**config.mk**
```make
export PLATFORM = sky130hd
export DESIGN_NAME = ula_wb_stage_flat
export DESIGN_NICKNAME = d
export VERILOG_FILES = /design/src/rtl/ula_wb_if.sv /design/src/rtl/ula_wb_stage.sv /design/src/flat_wrapper.sv
export SDC_FILE = /design/constraint.sdc
export NUM_CORES = 1
export LEC_CHECK = 0
export CORE_MARGIN = 5
export CORE_UTILIZATION = 46
export DETAILED_ROUTE_END_ITERATION = 12
export PLACE_DENSITY = 0.86
export SLEW_MARGIN = 20
export SYNTH_ARGS = -nofsm -noshare
export SYNTH_HDL_FRONTEND = slang
export SYNTH_SLANG_ARGS = --single-unit
```
**constraint.sdc**
```tcl
create_clock -name clk -period 1.9 [get_ports clk]
set_clock_uncertainty 0.05 [all_clocks]
set_input_delay 0.38 -clock clk [delete_from_list [all_inputs] [get_ports clk]]
set_output_delay 0.38 -clock clk [all_outputs]
set_load 0.01 [all_outputs]
```
**src/rtl/ula_wb_if.sv**
```systemverilog
// ula_wb_if: bundle and writeback handshake between the logic ULA, the
// writeback stage and the register file.
//   in_*  : ULA result bundle (valid/ready), driven by the ULA side
//   out_* : writeback bundle (valid/ready), consumed by the register file
// Modports:
//   slave  : the writeback stage's view (sinks in_*, sources out_*)
//   master : the surrounding logic's view (sources in_*, sinks out_*)
interface ula_wb_if #(
    parameter int BITS     = 16,
    parameter int REG_ADDR = 4
);
    logic                in_valid;
    logic                in_ready;
    logic [4:0]          in_op;
    logic [BITS-1:0]     in_result;
    logic                in_o;
    logic                in_c;
    logic                in_s;
    logic                in_z;
    logic [REG_ADDR-1:0] in_dest;
    logic                in_we;

    logic                out_valid;
    logic                out_ready;
    logic [BITS-1:0]     out_data;
    logic [REG_ADDR-1:0] out_dest;
    logic                out_we;

    modport slave (
        input  in_valid, in_op, in_result, in_o, in_c, in_s, in_z, in_dest, in_we,
        output in_ready,
        output out_valid, out_data, out_dest, out_we,
        input  out_ready
    );

    modport master (
        output in_valid, in_op, in_result, in_o, in_c, in_s, in_z, in_dest, in_we,
        input  in_ready,
        input  out_valid, out_data, out_dest, out_we,
        output out_ready
    );
endinterface

```
**src/rtl/ula_wb_stage.sv**
```systemverilog
// ula_wb_stage: writeback and flag stage behind the logic ULA.
//   clk, rst   : clock, asynchronous active-high reset
//   wb         : ula_wb_if.slave - ULA bundle in, writeback bundle out
//   flags_ld   : load the flag register from flags_in (context restore)
//   flags_in   : {O,C,S,Z} load value
//   flags      : {O,C,S,Z} architectural flag register
//   cond       : branch condition code
//   cond_true  : condition evaluated against the registered flags
// The bundle path is a two-entry skid buffer: the main entry drives out_*,
// the skid entry absorbs one extra bundle so in_ready can be registered.
module ula_wb_stage #(
    parameter int BITS     = 16,
    parameter int REG_ADDR = 4
) (
    input  logic       clk,
    input  logic       rst,
    ula_wb_if.slave    wb,
    input  logic       flags_ld,
    input  logic [3:0] flags_in,
    output logic [3:0] flags,
    input  logic [3:0] cond,
    output logic       cond_true
);

    typedef enum logic [1:0] {
        CLS_SHIFT,
        CLS_LOGIC,
        CLS_PASS,
        CLS_UNDEF
    } op_class_t;

    op_class_t           op_class;
    logic [3:0]          upd_mask;
    logic [3:0]          in_flags;
    logic                accept;
    logic                drain;
    logic                new_we;

    logic                main_valid_reg, main_valid_next;
    logic [BITS-1:0]     main_data_reg,  main_data_next;
    logic [REG_ADDR-1:0] main_dest_reg,  main_dest_next;
    logic                main_we_reg,    main_we_next;
    logic                skid_valid_reg, skid_valid_next;
    logic [BITS-1:0]     skid_data_reg,  skid_data_next;
    logic [REG_ADDR-1:0] skid_dest_reg,  skid_dest_next;
    logic                skid_we_reg,    skid_we_next;
    logic                in_ready_reg,   in_ready_next;
    logic [3:0]          flags_reg,      flags_next;

    // Op class decode; everything with op[4] set that is not a pass/const
    // code is a logical op.
    always_comb begin
        op_class = CLS_UNDEF;
        case (wb.in_op)
            5'b01000, 5'b01001: op_class = CLS_SHIFT;
            5'b10011, 5'b11111: op_class = CLS_PASS;
            default:            op_class = wb.in_op[4] ? CLS_LOGIC : CLS_UNDEF;
        endcase
    end

    // Which of {O,C,S,Z} an op class writes.
    always_comb begin
        upd_mask = 4'b0000;
        case (op_class)
            CLS_SHIFT: upd_mask = 4'b0111;
            CLS_LOGIC: upd_mask = 4'b0011;
            default:   upd_mask = 4'b0000;
        endcase
    end

    assign in_flags = {wb.in_o, wb.in_c, wb.in_s, wb.in_z};
    assign accept   = wb.in_valid && in_ready_reg;
    assign drain    = main_valid_reg && wb.out_ready;
    assign new_we   = wb.in_we && (op_class != CLS_UNDEF);

    // Per-bit flag update: a context restore wins over an op-driven write.
    for (genvar gi = 0; gi < 4; gi++) begin : g_flag
        assign flags_next[gi] = flags_ld                   ? flags_in[gi] :
                                (accept && upd_mask[gi])   ? in_flags[gi] :
                                                             flags_reg[gi];
    end

    // Skid buffer next state. While skid is occupied in_ready is low, so
    // no accept can coincide with a skid-to-main move.
    always_comb begin
        main_valid_next = main_valid_reg;
        main_data_next  = main_data_reg;
        main_dest_next  = main_dest_reg;
        main_we_next    = main_we_reg;
        skid_valid_next = skid_valid_reg;
        skid_data_next  = skid_data_reg;
        skid_dest_next  = skid_dest_reg;
        skid_we_next    = skid_we_reg;
        if (skid_valid_reg) begin
            if (drain) begin
                main_data_next  = skid_data_reg;
                main_dest_next  = skid_dest_reg;
                main_we_next    = skid_we_reg;
                skid_valid_next = 1'b0;
            end
        end else if (!main_valid_reg || drain) begin
            main_valid_next = accept;
            if (accept) begin
                main_data_next = wb.in_result;
                main_dest_next = wb.in_dest;
                main_we_next   = new_we;
            end
        end else if (accept) begin
            skid_valid_next = 1'b1;
            skid_data_next  = wb.in_result;
            skid_dest_next  = wb.in_dest;
            skid_we_next    = new_we;
        end
        in_ready_next = !skid_valid_next;
    end

    always_ff @(posedge clk or posedge rst) begin
        if (rst) begin
            main_valid_reg <= 1'b0;
            main_data_reg  <= '0;
            main_dest_reg  <= '0;
            main_we_reg    <= 1'b0;
            skid_valid_reg <= 1'b0;
            skid_data_reg  <= '0;
            skid_dest_reg  <= '0;
            skid_we_reg    <= 1'b0;
            in_ready_reg   <= 1'b0;
            flags_reg      <= 4'b0000;
        end else begin
            main_valid_reg <= main_valid_next;
            main_data_reg  <= main_data_next;
            main_dest_reg  <= main_dest_next;
            main_we_reg    <= main_we_next;
            skid_valid_reg <= skid_valid_next;
            skid_data_reg  <= skid_data_next;
            skid_dest_reg  <= skid_dest_next;
            skid_we_reg    <= skid_we_next;
            in_ready_reg   <= in_ready_next;
            flags_reg      <= flags_next;
        end
    end

    assign wb.in_ready  = in_ready_reg;
    assign wb.out_valid = main_valid_reg;
    assign wb.out_data  = main_data_reg;
    assign wb.out_dest  = main_dest_reg;
    assign wb.out_we    = main_valid_reg && main_we_reg;
    assign flags        = flags_reg;

    // Branch condition against the registered {O,C,S,Z}.
    always_comb begin
        cond_true = 1'b0;
        case (cond)
            4'b0000: cond_true = 1'b1;
            4'b0001: cond_true = flags_reg[0];
            4'b0010: cond_true = !flags_reg[0];
            4'b0011: cond_true = flags_reg[1];
            4'b0100: cond_true = !flags_reg[1];
            4'b0101: cond_true = flags_reg[2];
            4'b0110: cond_true = !flags_reg[2];
            4'b0111: cond_true = flags_reg[3];
            4'b1000: cond_true = !flags_reg[3];
            4'b1001: cond_true = flags_reg[1] ^ flags_reg[3];
            4'b1010: cond_true = !(flags_reg[1] ^ flags_reg[3]) && !flags_reg[0];
            default: cond_true = 1'b0;
        endcase
    end

endmodule

```
**src/flat_wrapper.sv**
```systemverilog
// flat-port wrapper written by rule: the top's interface ports become plain ports
module ula_wb_stage_flat 
#(
    parameter int BITS     = 16,
    parameter int REG_ADDR = 4
)
  (clk, rst, flags_ld, flags_in, flags, cond, cond_true, wb_in_valid, wb_in_op, wb_in_result, wb_in_o, wb_in_c, wb_in_s, wb_in_z, wb_in_dest, wb_in_we, wb_in_ready, wb_out_valid, wb_out_data, wb_out_dest, wb_out_we, wb_out_ready);
  ula_wb_if #(.BITS(BITS), .REG_ADDR(REG_ADDR)) wb_i ();
  input  logic clk;
  input  logic rst;
  input  logic flags_ld;
  input  logic [3:0] flags_in;
  output logic [3:0] flags;
  input  logic [3:0] cond;
  output logic cond_true;
  input wire logic [$bits(wb_i.in_valid)-1:0] wb_in_valid;
  input wire logic [$bits(wb_i.in_op)-1:0] wb_in_op;
  input wire logic [$bits(wb_i.in_result)-1:0] wb_in_result;
  input wire logic [$bits(wb_i.in_o)-1:0] wb_in_o;
  input wire logic [$bits(wb_i.in_c)-1:0] wb_in_c;
  input wire logic [$bits(wb_i.in_s)-1:0] wb_in_s;
  input wire logic [$bits(wb_i.in_z)-1:0] wb_in_z;
  input wire logic [$bits(wb_i.in_dest)-1:0] wb_in_dest;
  input wire logic [$bits(wb_i.in_we)-1:0] wb_in_we;
  output wire logic [$bits(wb_i.in_ready)-1:0] wb_in_ready;
  output wire logic [$bits(wb_i.out_valid)-1:0] wb_out_valid;
  output wire logic [$bits(wb_i.out_data)-1:0] wb_out_data;
  output wire logic [$bits(wb_i.out_dest)-1:0] wb_out_dest;
  output wire logic [$bits(wb_i.out_we)-1:0] wb_out_we;
  input wire logic [$bits(wb_i.out_ready)-1:0] wb_out_ready;
  assign wb_i.in_valid = wb_in_valid;
  assign wb_i.in_op = wb_in_op;
  assign wb_i.in_result = wb_in_result;
  assign wb_i.in_o = wb_in_o;
  assign wb_i.in_c = wb_in_c;
  assign wb_i.in_s = wb_in_s;
  assign wb_i.in_z = wb_in_z;
  assign wb_i.in_dest = wb_in_dest;
  assign wb_i.in_we = wb_in_we;
  assign wb_in_ready = wb_i.in_ready;
  assign wb_out_valid = wb_i.out_valid;
  assign wb_out_data = wb_i.out_data;
  assign wb_out_dest = wb_i.out_dest;
  assign wb_out_we = wb_i.out_we;
  assign wb_i.out_ready = wb_out_ready;
  ula_wb_stage #(.BITS(BITS), .REG_ADDR(REG_ADDR)) u_core (.clk(clk), .rst(rst), .wb(wb_i), .flags_ld(flags_ld), .flags_in(flags_in), .flags(flags), .cond(cond), .cond_true(cond_true));
endmodule
```
* After elaboration in Yosys (flattened, before gate mapping)
Index checks and enable logic that the tools add are counted.
** Storage, ports and cells
- Latch bits :: 0
- Logic and storage cells :: 91
- Output and inout bits :: 28
- ROM bits :: 0
- Memories :: 0
- Input port bits :: 43
- Flip-flop bits (word level) :: 49
- Bits in writable memories :: 0
** Cells by class
- Mux-type cells :: 28
- Multipliers :: 0
- Order comparisons :: 0
- Shifts and indexed selects :: 0
- Add/sub/neg operators :: 0
- Divide/modulo/power cells :: 0
- Reductions and logical operators :: 30
- Equality and inequality tests :: 17
- Bitwise logic cells :: 3
** Operators by type and width (number)
- 16-bit two-way mux :: 4
- 4-bit by 3-bit equality test with 1-bit output, second input constant :: 4
- 1-bit two-way mux :: 16
- 4-bit two-way mux :: 4
- 4-bit equality test, second input constant :: 3
- 2-bit nonzero test :: 6
- 1-bit one-hot mux with 11 select lines :: 1
- 5-bit by 4-bit equality test with 1-bit output, second input constant :: 2
- 5-bit equality test, second input constant :: 2
- 4-bit by 2-bit equality test with 1-bit output, second input constant :: 2
- 1-bit logical AND :: 8
- 1-bit logical NOT :: 7
- 3-bit one-hot mux with 2 select lines :: 1
- 3-bit AND reduction :: 2
- 4-bit by 1-bit equality test with 1-bit output, second input constant :: 1
- 4-bit logical NOT :: 1
- 2-bit one-hot mux with 2 select lines :: 1
- 2-bit OR reduction :: 2
- 2-bit by 1-bit equality test with 1-bit output, second input constant :: 1
- 2-bit logical NOT :: 1
- 2-bit two-way mux :: 1
- 2-bit by 1-bit inequality test with 1-bit output, second input constant :: 1
- 2-bit inequality test, second input constant :: 1
- 1-bit NOT :: 2
- 4 further kinds :: 4

* Longest topological paths before layout
Gate-level depths: netlist of the first run.
- Depth in word-level cells :: 8
- Mapped depth :: 6
- Depth with buffers taken out :: 4

* Worst setup path after synthesis of the first run
Ideal clock, no wire load.
- Kind :: flip-flop to output port
- Start :: register u_core.flags_reg[1], in the netlist u_core.flags[1]
- End :: output cond_true
- Required time :: 1470 ps
- Buffers on the path :: 0
- Path slack :: 325 ps
- Cell stages (with the launch flop) :: 5
- Arrival :: 1145 ps
- Cells stage by stage :: dfrtp_1 nand2b_1 a21boi_0 o221ai_1 a22oi_1
** Between the ends
- Cells in the longest elaborated chain, start to end :: 4
- Elaborated cells on any way between the ends :: 5
- Those cells by class :: mux: 1; bitwise: 1; reduce/logical: 3
** RTL lines
- start, declared :: line ula_wb_stage.sv:48 : logic [3:0] flags_reg, flags_next;
- start signal, assigned :: line ula_wb_stage.sv:139 : flags_reg <= flags_next;
- 1-bit bitwise XOR :: line ula_wb_stage.sv:163, ula_wb_stage.sv:164
- 1-bit logical NOT :: line ula_wb_stage.sv:164 : 4'b1010: cond_true = !(flags_reg[1] ^ flags_reg[3]) && !flags_reg[0];
- 1-bit logical AND :: line ula_wb_stage.sv:164
- 1-bit one-hot mux with 11 select lines * :: line ula_wb_stage.sv:153 : case (cond)
- end, declared :: line flat_wrapper.sv:15 : output logic cond_true;
Every way passes the cells marked *; elsewhere a longest branch is shown, timed or not.

* Final worst setup path of the first run
- Start :: input cond[3]
- End :: output cond_true
** Between the ends
- Cells in the longest elaborated chain, start to end :: 2
- Elaborated cells on any way between the ends :: 12
- Those cells by class :: eq/ne: 10; mux: 1; reduce/logical: 1
** RTL lines
- start, declared :: line flat_wrapper.sv:14 : input logic [3:0] cond;
- 4-bit equality test, or another cell as far along :: line ula_wb_stage.sv:153
- 1-bit one-hot mux with 11 select lines * :: line ula_wb_stage.sv:153
Marked as above.

==> flow_summary.toml, run 1 <==
[outcome]
outcome = "finished, final reports clean"

[worst_setup_path]
capturing_element_type_of_the_critical_path = "output port"
crit_path_top_delay_cell = "sky130_fd_sc_hd__clkdlybuf4s50_1"
worst_r2r_startpoint = "u_core.skid_valid_reg$_DFF_PP0_"
setup.worst_path.class = "in2out"
ff2ff_path_depth = 6
setup.worst_path.start_class = "input port"
critical_path_data_arrival_time_ns = 1.46
critical_path.cell_chain = "clkdlybuf4s50_1, buf_4, a31oi_1, nand2_1, a22oi_1, buf_2"
timing.critical_path.fanout_max = 2
required_arrival_time_at_the_worst_endpoint_ns = 1.47
reg2reg_slack_ns = 0.35
critical_path.max_stage_delay_ns = 0.43
startpoint_of_the_most_critical_setup_path = "cond[3]"
timing.rr.end = "u_core.wb.out_data[2]$_DFFE_PP0P_"

[timing]
achievable-frequency_mhz = 529
max_slew_margin = 0.800
post-route-period-util = 0.994
report.final.slew_viol_count = 0
tns_ns = 0
grt_setup_unrepaired = "yes"
setup_viol_count_final = 0
post-route-min-period_ns = 1.89
final_hold_viol_count = 0
slew_at_the_pin_closest_to_its_max_slew_limit_ns = 0.299

[synthesis]
synth_top_area_frac = 0.545
synth.lib_cells_used.distinct = 30
gate_count_post_synth = 190
synth_async_sr_flop_share = 1.00
postSynthNetCount = 233
ys_dominant_reg_cell = "sky130_fd_sc_hd__dfrtp_1"
yosys_warnings = 0
netlist.top_cell.by_area = "sky130_fd_sc_hd__dfrtp_1"
synth_area_sq_um = 2250
synth.most_common_cell = "sky130_fd_sc_hd__dfrtp_1"
syn_area_per_cell_sq_um = 11.8
ys_ff_latch = 49
synth-seq-area-share = 0.545
netlist_top_cells_area = "sky130_fd_sc_hd__dfrtp_1 (55%), sky130_fd_sc_hd__mux2i_1 (11%), sky130_fd_sc_hd__mux2_1 (6.0%)"
synth_enable_flop_cells = 0
netlist_top_cells_count = "sky130_fd_sc_hd__dfrtp_1 (49), sky130_fd_sc_hd__mux2i_1 (24), sky130_fd_sc_hd__a21oi_1 (22), sky130_fd_sc_hd__nor2_1 (22), sky130_fd_sc_hd__mux2_1 (12)"

[global_route]
top_usage_layer = "met2"
global_route.usage.met2 = 0.297
grtUsageMet3 = 0.0384
gr-total-overflow = 0
globalRouteTotalUtil = 0.164
grtUsageMet1 = 0.192
grt_antenna_before_repair = 0
grt_max_degree = 50
vias_in_the_first_global_route = 1772
grt_pass1_wl_um = 8170

[clocking]
cts_hold_buffers = 0
clock_insertion_delay_worst_skew_ns = 0.30
clk_pin_slew_ns = 0.09
longest_clk_path_bufs = 2
clock_tree_from_tritoncts = "yes"
tritoncts.num_buffers = 5
cts-htree-levels = 2
cts.sink_count = 49
clock-root-buffer = "sky130_fd_sc_hd__clkbuf_8"

[placed_design]
routabilityCongestion = 0.731
port_buffers = 69
hpwl_um = 3680

[detailed_routing]
drc_errors = 0
drt-initial-drc-count = 29
detail-route-antenna-nets = 0
detailroute.via_count = 1690
detail_route.wl_per_cell_um = 14.2
firstDrtPassIters = 4
routed_via_density = 4.94
routed_wirelength_um = 4860

[finish]
number_of_nets_at_the_end_of_the_flow = 317
area_growth_pct = 42.2
diodes = 0
post_route_cells_drive_above_1_share = 0.145

[die]
core.rowCount = 25
fp.dieArea_sq_um = 6390
x_dimension_of_the_die_um = 79.9
floorplan.core_area_sq_um = 4720
die_height_um = 79.9
boundaryPins = 71
initial_standard_cell_utilization_of_the_core = 0.476

[power]
static-leakage-power_nw = 1.38
p_per_area_nw_per_um2 = 1400
max-vdd-ir-drop_uv = 672
design_power_total_mw = 4.49

[flow_run]
max-cap-violations = 0

[worst_hold_path]
hold_path_class = "in2async"
cells in the final DEF, fill, tap and decap left out, drive strengths merged:
master	Yosys	final
clkdlybuf4s50	0	65
o221ai	1	1
nor2	22	22
dfrtp	49	49
o21bai	1	1
o21ai	5	5
dlygate4sd2	0	3
mux2	21	21
clkbuf	0	6
and2	1	1
xnor2	1	1
o21a	1	1
inv	8	9
clkinv	0	1
a31oi	2	2
buf	9	18
o211ai	2	2
nor3b	3	3
nand2	6	6
mux2i	24	24
a21oi	22	22
nand2b	1	1
a2bb2oi	2	2
a21boi	1	1
and3	1	1
o31a	2	2
a22oi	2	2
xor2	1	1
nand3b	2	2
how the worst max path moves through the flow:
stage          cells after the start  slack, ns                          end
5_1_grt                            6      -0.07                    cond_true
4_1_cts                            5      0.003                    cond_true
3_5_place_dp                       7      -0.55                    cond_true
6_report                           6       0.01                    cond_true
2_1_floorplan                      1       0.30  u_core.flags[0]$_DFFE_PP0P_
3_3_place_gp                       7      -0.52                    cond_true
worst max-delay path: cells and delay by family:
kind,cells,cell delay [ns]
simple gates,1,0.07
compound gates,2,0.27
buf+inv,3,0.73
power by group:
part	switching, mW	total [mW]	internal (mW)
Combinational	0.917	2.08	1.16
Sequential	0.261	1.81	1.54
Clock	0.342	0.605	0.263
cells by family (layout without fill, tap and decap cells):
kind of cell    Yosys count  after routing  share of synthesized area
compound gates           41             41                      0.111
flops                    49             49                      0.545
mux                      45             45                      0.212
simple gates             36             36                     0.0824
buf+inv                  17            102                     0.0417
xor+xnor                  2              2                    0.00779
per-layer routing:
layer  wire [um]  part of all wire
met5           0                 0
met2        2630              0.54
met1        2000              0.41
met3         177             0.036
met4          54             0.011
cell type report:
cell class / instances / area [sq um]
Fill cell: 379 / 1530
Sequential cell: 49 / 1230
Multi-Input combinational cell: 124 / 936
Timing Repair Buffer: 86 / 835
Tap cell: 67 / 83.8
Clock buffer: 6 / 72.6
Inverter: 8 / 30.0
Clock inverter: 2 / 13.8
per-stage QoR:
stage / area, sq um / cells / utilization / hold WS, ns / setup WS, ns
6_report: 3200 / 342 / 0.677 / 0.373 / 0.0112
5_1_grt: 3200 / 342 / 0.677 / 0.417 / -0.0719
4_1_cts: 3180 / 340 / 0.674 / 0.385 / 0.00334
3_5_place_dp: 3100 / 332 / 0.656 / 0.426 / -0.554
3_3_place_gp: 3100 / 332 / 0.656 / 0.417 / -0.521
2_1_floorplan: 2250 / 190 / - / 0.406 / 0.297
timing repair:
item                                   in CTS  in global routing
buffers inserted                            0                  2
endpoints found under the hold margin       0                  0
setup endpoints to repair                   2                  2
gates resized for setup                    11                  0
cloned                                      0                  0
pin swaps                                   0                  2
Note: power is estimated with default switching activity, not from simulation.
==> run 2: changes to the inputs <==
--- a/config.mk
+++ b/config.mk
@@ -5,11 +5,12 @@
 export SDC_FILE = /design/constraint.sdc
 export NUM_CORES = 1
 export LEC_CHECK = 0
+export CORE_ASPECT_RATIO = 0.9
 export CORE_MARGIN = 5
 export CORE_UTILIZATION = 46
 export DETAILED_ROUTE_END_ITERATION = 12
 export PLACE_DENSITY = 0.86
-export SLEW_MARGIN = 20
+export SLEW_MARGIN = 25
 export SYNTH_ARGS = -nofsm -noshare
 export SYNTH_HDL_FRONTEND = slang
 export SYNTH_SLANG_ARGS = --single-unit
==> flow_summary.toml, run 2 (synthesized netlist as in run 1, its figures left out) <==
[die]
floorplan.core_area_sq_um = 4800
boundaryPins = 71
die_height_um = 76.3
core.rowCount = 24
x_dimension_of_the_die_um = 83.7
fp.dieArea_sq_um = 6390
initial_standard_cell_utilization_of_the_core = 0.468

[timing]
tns_ns = 0
report.final.slew_viol_count = 0
final_critical_path_setup_slack_ns = 0.0253
slew_at_the_pin_closest_to_its_max_slew_limit_ns = 0.360
hold_ws_ns = 0.383
final_hold_viol_count = 0
post-route-min-period_ns = 1.87
achievable-frequency_mhz = 533
setup_viol_count_final = 0
max_slew_margin = 0.760
post-route-period-util = 0.987
grt_setup_unrepaired = "yes"

[finish]
layout.cells.non_filler = 343
finish.utilization = 0.669
final.fill_count = 383
post_route_cells_drive_above_1_share = 0.158
area_growth_pct = 43.0
most_common_cell_after_layout_fill_and_taps_aside = "sky130_fd_sc_hd__clkdlybuf4s50_1"
mostFrequentLayoutCells = "sky130_fd_sc_hd__clkdlybuf4s50_1 (63), sky130_fd_sc_hd__dfrtp_1 (48), sky130_fd_sc_hd__mux2i_1 (24)"
number_of_nets_at_the_end_of_the_flow = 320
diodes = 0
layout.cell_area.non_filler_sq_um = 3210

[worst_setup_path]
setup.worst_path.class = "reg2out"
setup.worst_path.start_class = "flop"
timing.rr.end = "u_core.wb.out_data[4]$_DFFE_PP0P_"
reg2reg_slack_ns = 0.33
required_arrival_time_at_the_worst_endpoint_ns = 1.47
worst_r2r_startpoint = "u_core.skid_valid_reg$_DFF_PP0_"
ff2ff_path_depth = 6
capturing_element_type_of_the_critical_path = "output port"
timing.critical_path.fanout_max = 4
critical_path_data_arrival_time_ns = 1.44

[placed_design]
port_buffers = 69
hpwl_um = 3710
placed_cell_area_sq_um = 3100
place.detailed.instances = 332
routabilityCongestion = 0.823
detailedPlace.worstSlack_ns = -0.596

[detailed_routing]
routed_wirelength_um = 4860
detailroute.via_count = 1709
drt-initial-drc-count = 63
drc_errors = 0
detail_route.wl_per_cell_um = 14.2
routed_via_density = 4.98
firstDrtPassIters = 4
detail-route-antenna-nets = 0

[outcome]
outcome = "finished, final reports clean"

[flow_run]
max-cap-violations = 0

[global_route]
globalRouteTotalUtil = 0.157
grt_antenna_before_repair = 0
gr-total-overflow = 0
vias_in_the_first_global_route = 1772
grt_pass1_wl_um = 8210
grt_max_degree = 29

[power]
max-vdd-ir-drop_uv = 936
static-leakage-power_nw = 1.41
p_per_area_nw_per_um2 = 1400
design_power_total_mw = 4.50

[worst_hold_path]
hold_path_class = "in2async"

[clocking]
cts.sink_count = 49
longest_clk_path_bufs = 2
clock_tree_from_tritoncts = "yes"
tritoncts.num_buffers = 5
clock-root-buffer = "sky130_fd_sc_hd__clkbuf_8"
clk_pin_slew_ns = 0.09
clock_insertion_delay_worst_skew_ns = 0.30
cts_hold_buffers = 0
cts-htree-levels = 2
run 2: worst max-delay path: stages (launching register included):
cell and delay, ns:
sky130_fd_sc_hd__dfrtp_1 0.42, sky130_fd_sc_hd__xor2_1 0.16, sky130_fd_sc_hd__o21ai_1 0.13, sky130_fd_sc_hd__o211ai_1 0.11, sky130_fd_sc_hd__a22oi_1 0.18, sky130_fd_sc_hd__buf_2 0.16
run 2: final cells by class:
type | count | area, sq um | share of cell area
clock inverter | 2 | 13.8 | 0.00428
multi-input combinational | 124 | 940 | 0.292
clock buffer | 6 | 72.6 | 0.0226
sequential | 49 | 1230 | 0.382
timing repair buffer | 89 | 850 | 0.264
inverter | 8 | 30.0 | 0.00934
tap | 65 | 81.3 | 0.0253
run 2: power by group:
| part | switching (mW) | internal [mW] |
|---|---|---|
| clock | 0.336 | 0.263 |
| sequential | 0.258 | 1.54 |
| combinational | 0.919 | 1.18 |
run 2: what timing repair did:
action	4_1_cts	5_1_grt
setup buffers	1	2
gates resized for setup	14	1
endpoints found under the setup margin	2	3
pin swaps	3	0
cloned	0	0
run 2: routing by layer:
metal | track usage | part of all wire | vias to the layer above | routed length [um]
met2 | 0.273 | 0.51 | 42 | 2470
met5 | 0 | 0 | - | 0
met4 | 0.0418 | 0.0072 | 0 | 35
met1 | 0.190 | 0.43 | 824 | 2100
met3 | 0.0486 | 0.053 | 4 | 260
li1 | - | - | 839 | -
run 2: worst max path at each step:
stage / from / end / depth (start not counted)
final: u_core.flags[1]$_DFFE_PP0P_ / cond_true / 5
after global routing: u_core.flags[1]$_DFFE_PP0P_ / cond_true / 5
after CTS: u_core.flags[1]$_DFFE_PP0P_ / cond_true / 5
after detailed placement: cond[2] / cond_true / 5
after global placement: cond[2] / cond_true / 5
after floorplan: rst / u_core.flags[0]$_DFFE_PP0P_ / 1
==> variant 1 (config.mk and constraints of run 2) <==
Make the reset (`rst`) synchronous in one clocked block. Comments in the files are not updated.
--- a/src/rtl/ula_wb_stage.sv
+++ b/src/rtl/ula_wb_stage.sv
@@ -116,3 +116,3 @@
 
-    always_ff @(posedge clk or posedge rst) begin
+    always_ff @(posedge clk) begin
         if (rst) begin
Behaviour: differs if rst is asserted again (counterexample within 4 cycles, from zero or initial values and one cycle with rst high); with rst held inactive, the same outputs for 10 cycles.
==> variant 1 against run 2 <==
The run now ends with negative setup slack left; sequential cell count stayed put; design area down 0.35%; wire length is 13% higher; hold slack better by 0.026 ns; area after synthesis is 0.95% higher; critical path depth up 1; count of clock-buffer cells in the layout stayed put; global-route usage rose by 1.5 points; sequential share of layout area down 7.3 points; setup slack worse by 0.12 ns; critical path type is now input port to output pin.
Power is not compared: it rests on default switching activity, and its combinational part moved more than twofold at a synthesized area within 25%.
==> variant 1: results (changes against run 2) <==
run_status:
  status: "finished with violations"
  violations: "negative setup slack"
drt:
  dr.max_layer_used: "met4"
  wl_met2_um: 2780  # +13%
  wl_um: 5490  # +13%
  drtPass1Iterations: 4  # unchanged
  vias_per_cell: 5.12  # +2.8%
  dr_wl_met3_um: 257  # -1.2%
  wl_met1_um: 2390  # +14%
  initialDrtViolationCount: 57  # -9.5%
layout:
  diodes: 0  # unchanged
  layout-drive-gt1-share: 0.184  # +0.0255
  stdcell_area_sq_um: 3200  # -0.35%
  nFillCells: 404  # +5.5%
  final_nets: 363  # +13%
  finalNonFillerCells: 386  # +13%
critical_path:
  r2r-start: "u_core.skid_valid_reg"
  startpoint: "cond[3]"
  cp_slowest_cell: "nor4b_4"
  arrival_ns: 1.57  # +0.13 ns
  crit_fanout: 4  # unchanged
  critical-path-top-delay-family: "buffers and inverters"
  slowest_delay_ns: 0.34  # -0.08 ns
sta:
  setup_slack_ns: -0.0978  # -0.123 ns
  setup_viol: 1  # +1
  finalSetupTns_ns: -0.0978  # -0.0978 ns
  tightest_slew_ns: 0.512  # +0.152 ns
yosys:
  synth_common_cells: "dfxtp_1 (49), nand2_1 (46), nor2_1 (24)"
  ys_types: 35  # +17%
  syn_nets: 286  # +23%
  yosysWarnings: 0  # unchanged
  ys_top_cells_by_area: "dfxtp_1 (43%), a211oi_2 (10%), mux2i_1 (10%), nand2_1 (7.6%), a21oi_1 (5.1%)"
  netlist_instances: 243  # +28%
  synthArstFlopShare: 0  # -1.00
  synth.yosys.seq_area_share: 0.432  # -0.113
power:
  peakVddDrop_mv: 0.562
  p_leak_nw: 1.11
grt:
  grt_pass1_wl_um: 9270  # +13%
  track_usage: 0.172  # +0.0150
  grt_max_degree: 28  # -3.4%
  antenna_found_initial: 0  # unchanged
  grt_pass1_vias: 2068  # +17%
clock_network:
  clk_latency_ns: 0.30  # about the same
  htreeDepth: 2  # unchanged
  clk_pin_slew_worst_paths_ns: 0.08
  clock_path_buffers: 2  # unchanged
  cts_root_buffer: "clkbuf_8"
  cts_buffers: 5  # unchanged
place:
  place.gp.congestion: 0.852  # +3.4%
  hpwl_um: 3820  # +3.1%
  dpl-instance-area_sq_um: 3070  # -0.81%
  dp_slack_ns: -0.750  # -0.154 ns
  io_buffers: 69  # unchanged
  place_inst: 376  # +13%
worst_hold_path:
  hp-start: "u_core.skid_data_reg[11]"
  hold_path.class: "register to register"
-- variant 1: cell count changes after synthesis, moves of 9 or more --
cell      before  now
dfxtp_1        0   49
a211oi_2       0   19
nand2_1        6   46
mux2_2         9    0
mux2_1        12    0
dfrtp_1       49    0
-- variant 1: metal layers --
metal,track usage,vias up
li1,-,997
met1,0.202,928
met2,0.297,47
met4,0.0740,0
met3,0.0432,6
met5,0,-
-- variant 1: layout make-up --
type                       instances  share of cell area
sequential                        49               0.309
multi-input combinational        171               0.365
clock buffer                       6              0.0258
timing repair buffer              86               0.262
tap                               65              0.0254
clock inverter                     2             0.00547
inverter                           7             0.00820
-- variant 1: what timing repair did --
item / 4_1_cts / 5_1_grt
pin swaps: 1 / 3
endpoints found under the setup margin: 1 / 1
setup buffers: 1 / 1
hold buffers: 0 / 0
resized for setup: 14 / 5
-- variant 1: tightest hold or removal path: cells and delay by family (launching register included) --
kind | cells | cell delay (ns)
DFF | 1 | 0.32
and+or+nand+nor | 1 | 0.05
AOI/OAI and AO/OA | 1 | 0.05
-- variant 1: power by group --
part	total, mW	switching (mW)	internal [mW]	leakage, nW
Clock	0.650	0.347	0.303	0.0518
Sequential	1.11	0.0301	1.08	0.402
Combinational	0.469	0.206	0.263	0.660
Total	2.23	0.583	1.64	1.11
-- variant 1: worst paths after layout --
| kind | to | slack [ns] | cells after the start |
|---|---|---|---|
| worst max-delay path | cond_true | -0.1 | 6 |
| worst min-delay path | u_core.skid_data_reg[11] | 0.41 | 2 |
| worst max register to register | u_core.wb.out_data[0] | 0.42 | 6 |
| worst min register to register | u_core.skid_data_reg[11] | 0.41 | 2 |
-- variant 1: cell families after synthesis --
kind of cell,after synthesis,share of synthesized area
AOI/OAI and AO/OA,61,0.221
buffers and inverters,23,0.0623
and+or+nand+nor,85,0.170
DFF,49,0.432
xor gates and xnor gates,1,0.00386
muxes,24,0.111
==> variant 2 (flow settings as in run 2) <==
Without the edit above. `BITS` is set to 16 in 3 places; all go to 32.
--- a/src/rtl/ula_wb_if.sv
+++ b/src/rtl/ula_wb_if.sv
@@ -8,3 +8,3 @@
 interface ula_wb_if #(
-    parameter int BITS     = 16,
+    parameter int BITS     = 32,
     parameter int REG_ADDR = 4
--- a/src/rtl/ula_wb_stage.sv
+++ b/src/rtl/ula_wb_stage.sv
@@ -11,3 +11,3 @@
 module ula_wb_stage #(
-    parameter int BITS     = 16,
+    parameter int BITS     = 32,
     parameter int REG_ADDR = 4
--- a/src/flat_wrapper.sv
+++ b/src/flat_wrapper.sv
@@ -3,3 +3,3 @@
 #(
-    parameter int BITS     = 16,
+    parameter int BITS     = 32,
     parameter int REG_ADDR = 4
Interface: changed (resized wb_in_result and wb_out_data); port bits go from 71 to 103. No check against the original RTL was run, so the function may have changed too.
==> variant 2 against run 2 <==
The flow now finishes with violations (negative setup slack); cell count increased by 50%; sequential cell count increased by 32; total power increased by 75%; area after synthesis increased by 59%; design area increased by 58%; setup slack got worse by 0.085 ns; wire length increased by 70%; die area increased by 51%.
==> variant 2: results (changes against run 2) <==
sta:
  setup_slack_ns: -0.0595  # -0.0848 ns
  tightest_slew_ns: 0.380  # +0.0198 ns
  finalSetupTns_ns: -0.0595  # -0.0595 ns
  setup_viol: 1  # +1
critical_path:
  timing.rr.end: "u_core.wb.out_data[9]"
  ff2ff_setup_slack_ns: 0.21  # -0.12 ns
  slowest_delay_ns: 0.44  # +0.02 ns
  ff2ff_path_depth: 7  # +1
yosys:
  synth_mux_area_frac: 0.229  # +0.0168
  synth.yosys.seq_area_share: 0.568  # +0.0223
  syn_nets: 353  # +52%
  synth_common_cells: "dfrtp_1 (81), mux2i_1 (40), a21oi_1 (38), nor2_1 (38), mux2_1 (29)"
  synth_compound_area_frac: 0.0907  # -0.0200
  netlist_instances: 294  # +55%
power:
  peakVddDrop_mv: 0.921  # -1.5%
  internal_power_mw: 5.23  # +75%
  seq_power_share: 0.386  # -0.015
  pg_comb_mw: 3.51  # +67%
grt:
  grt_pass1_wl_um: 13400  # +63%
  grt_max_degree: 40  # +38%
  track_usage: 0.177  # +0.0197
drt:
  vias: 2650  # +55%
  wl_um: 8250  # +70%
  initialDrtViolationCount: 56  # -11%
  wl_met2_um: 4260  # +73%
run_status:
  status: "finished with violations"
  violations: "negative setup slack"
place:
  place.gp.congestion: 0.765  # -7.1%
  dp_slack_ns: -0.611  # -0.0153 ns
  dpl-instance-area_sq_um: 4840  # +56%
layout:
  layout-drive-gt1-share: 0.137  # -0.0216
  nFillCells: 559  # +46%
  final_nets: 471  # +47%
clock_network:
  cts.repair.resized: 12  # -2
-- variant 2: changes by cell type after synthesis --
cell,before,now
mux2_2,9,8
a22oi_1,1,2
mux2i_1,24,40
nor3b_2,0,1
buf_2,6,9
nor2_1,22,38
dfrtp_1,49,81
buf_4,0,5
nor3b_4,1,0
a21oi_1,22,38
mux2_1,12,29
a22oi_2,1,0
-- variant 2: area by class of cell --
type	count	share of cell area
clock buffers	11	0.0297
inverters	8	0.00664
repair buffers	124	0.249
clock inverters	5	0.0120
multi-input cells	188	0.280
flip-flops and latches	81	0.399
well taps	96	0.0236
-- variant 2: routing by layer --
metal	vias to the layer above	track usage
li1	1264	-
met4	0	0.0475
met1	1313	0.209
met2	65	0.312
met5	-	0
met3	8	0.0537
-- variant 2: worst register-to-register path: stages (launching register included) --
cell,delay [ns]
dfrtp_2,0.37
buf_4,0.35
nand2_1,0.12
a22oi_2,0.19
buf_4,0.16
buf_12,0.17
nor2_1,0.07
a21oi_1,0.13
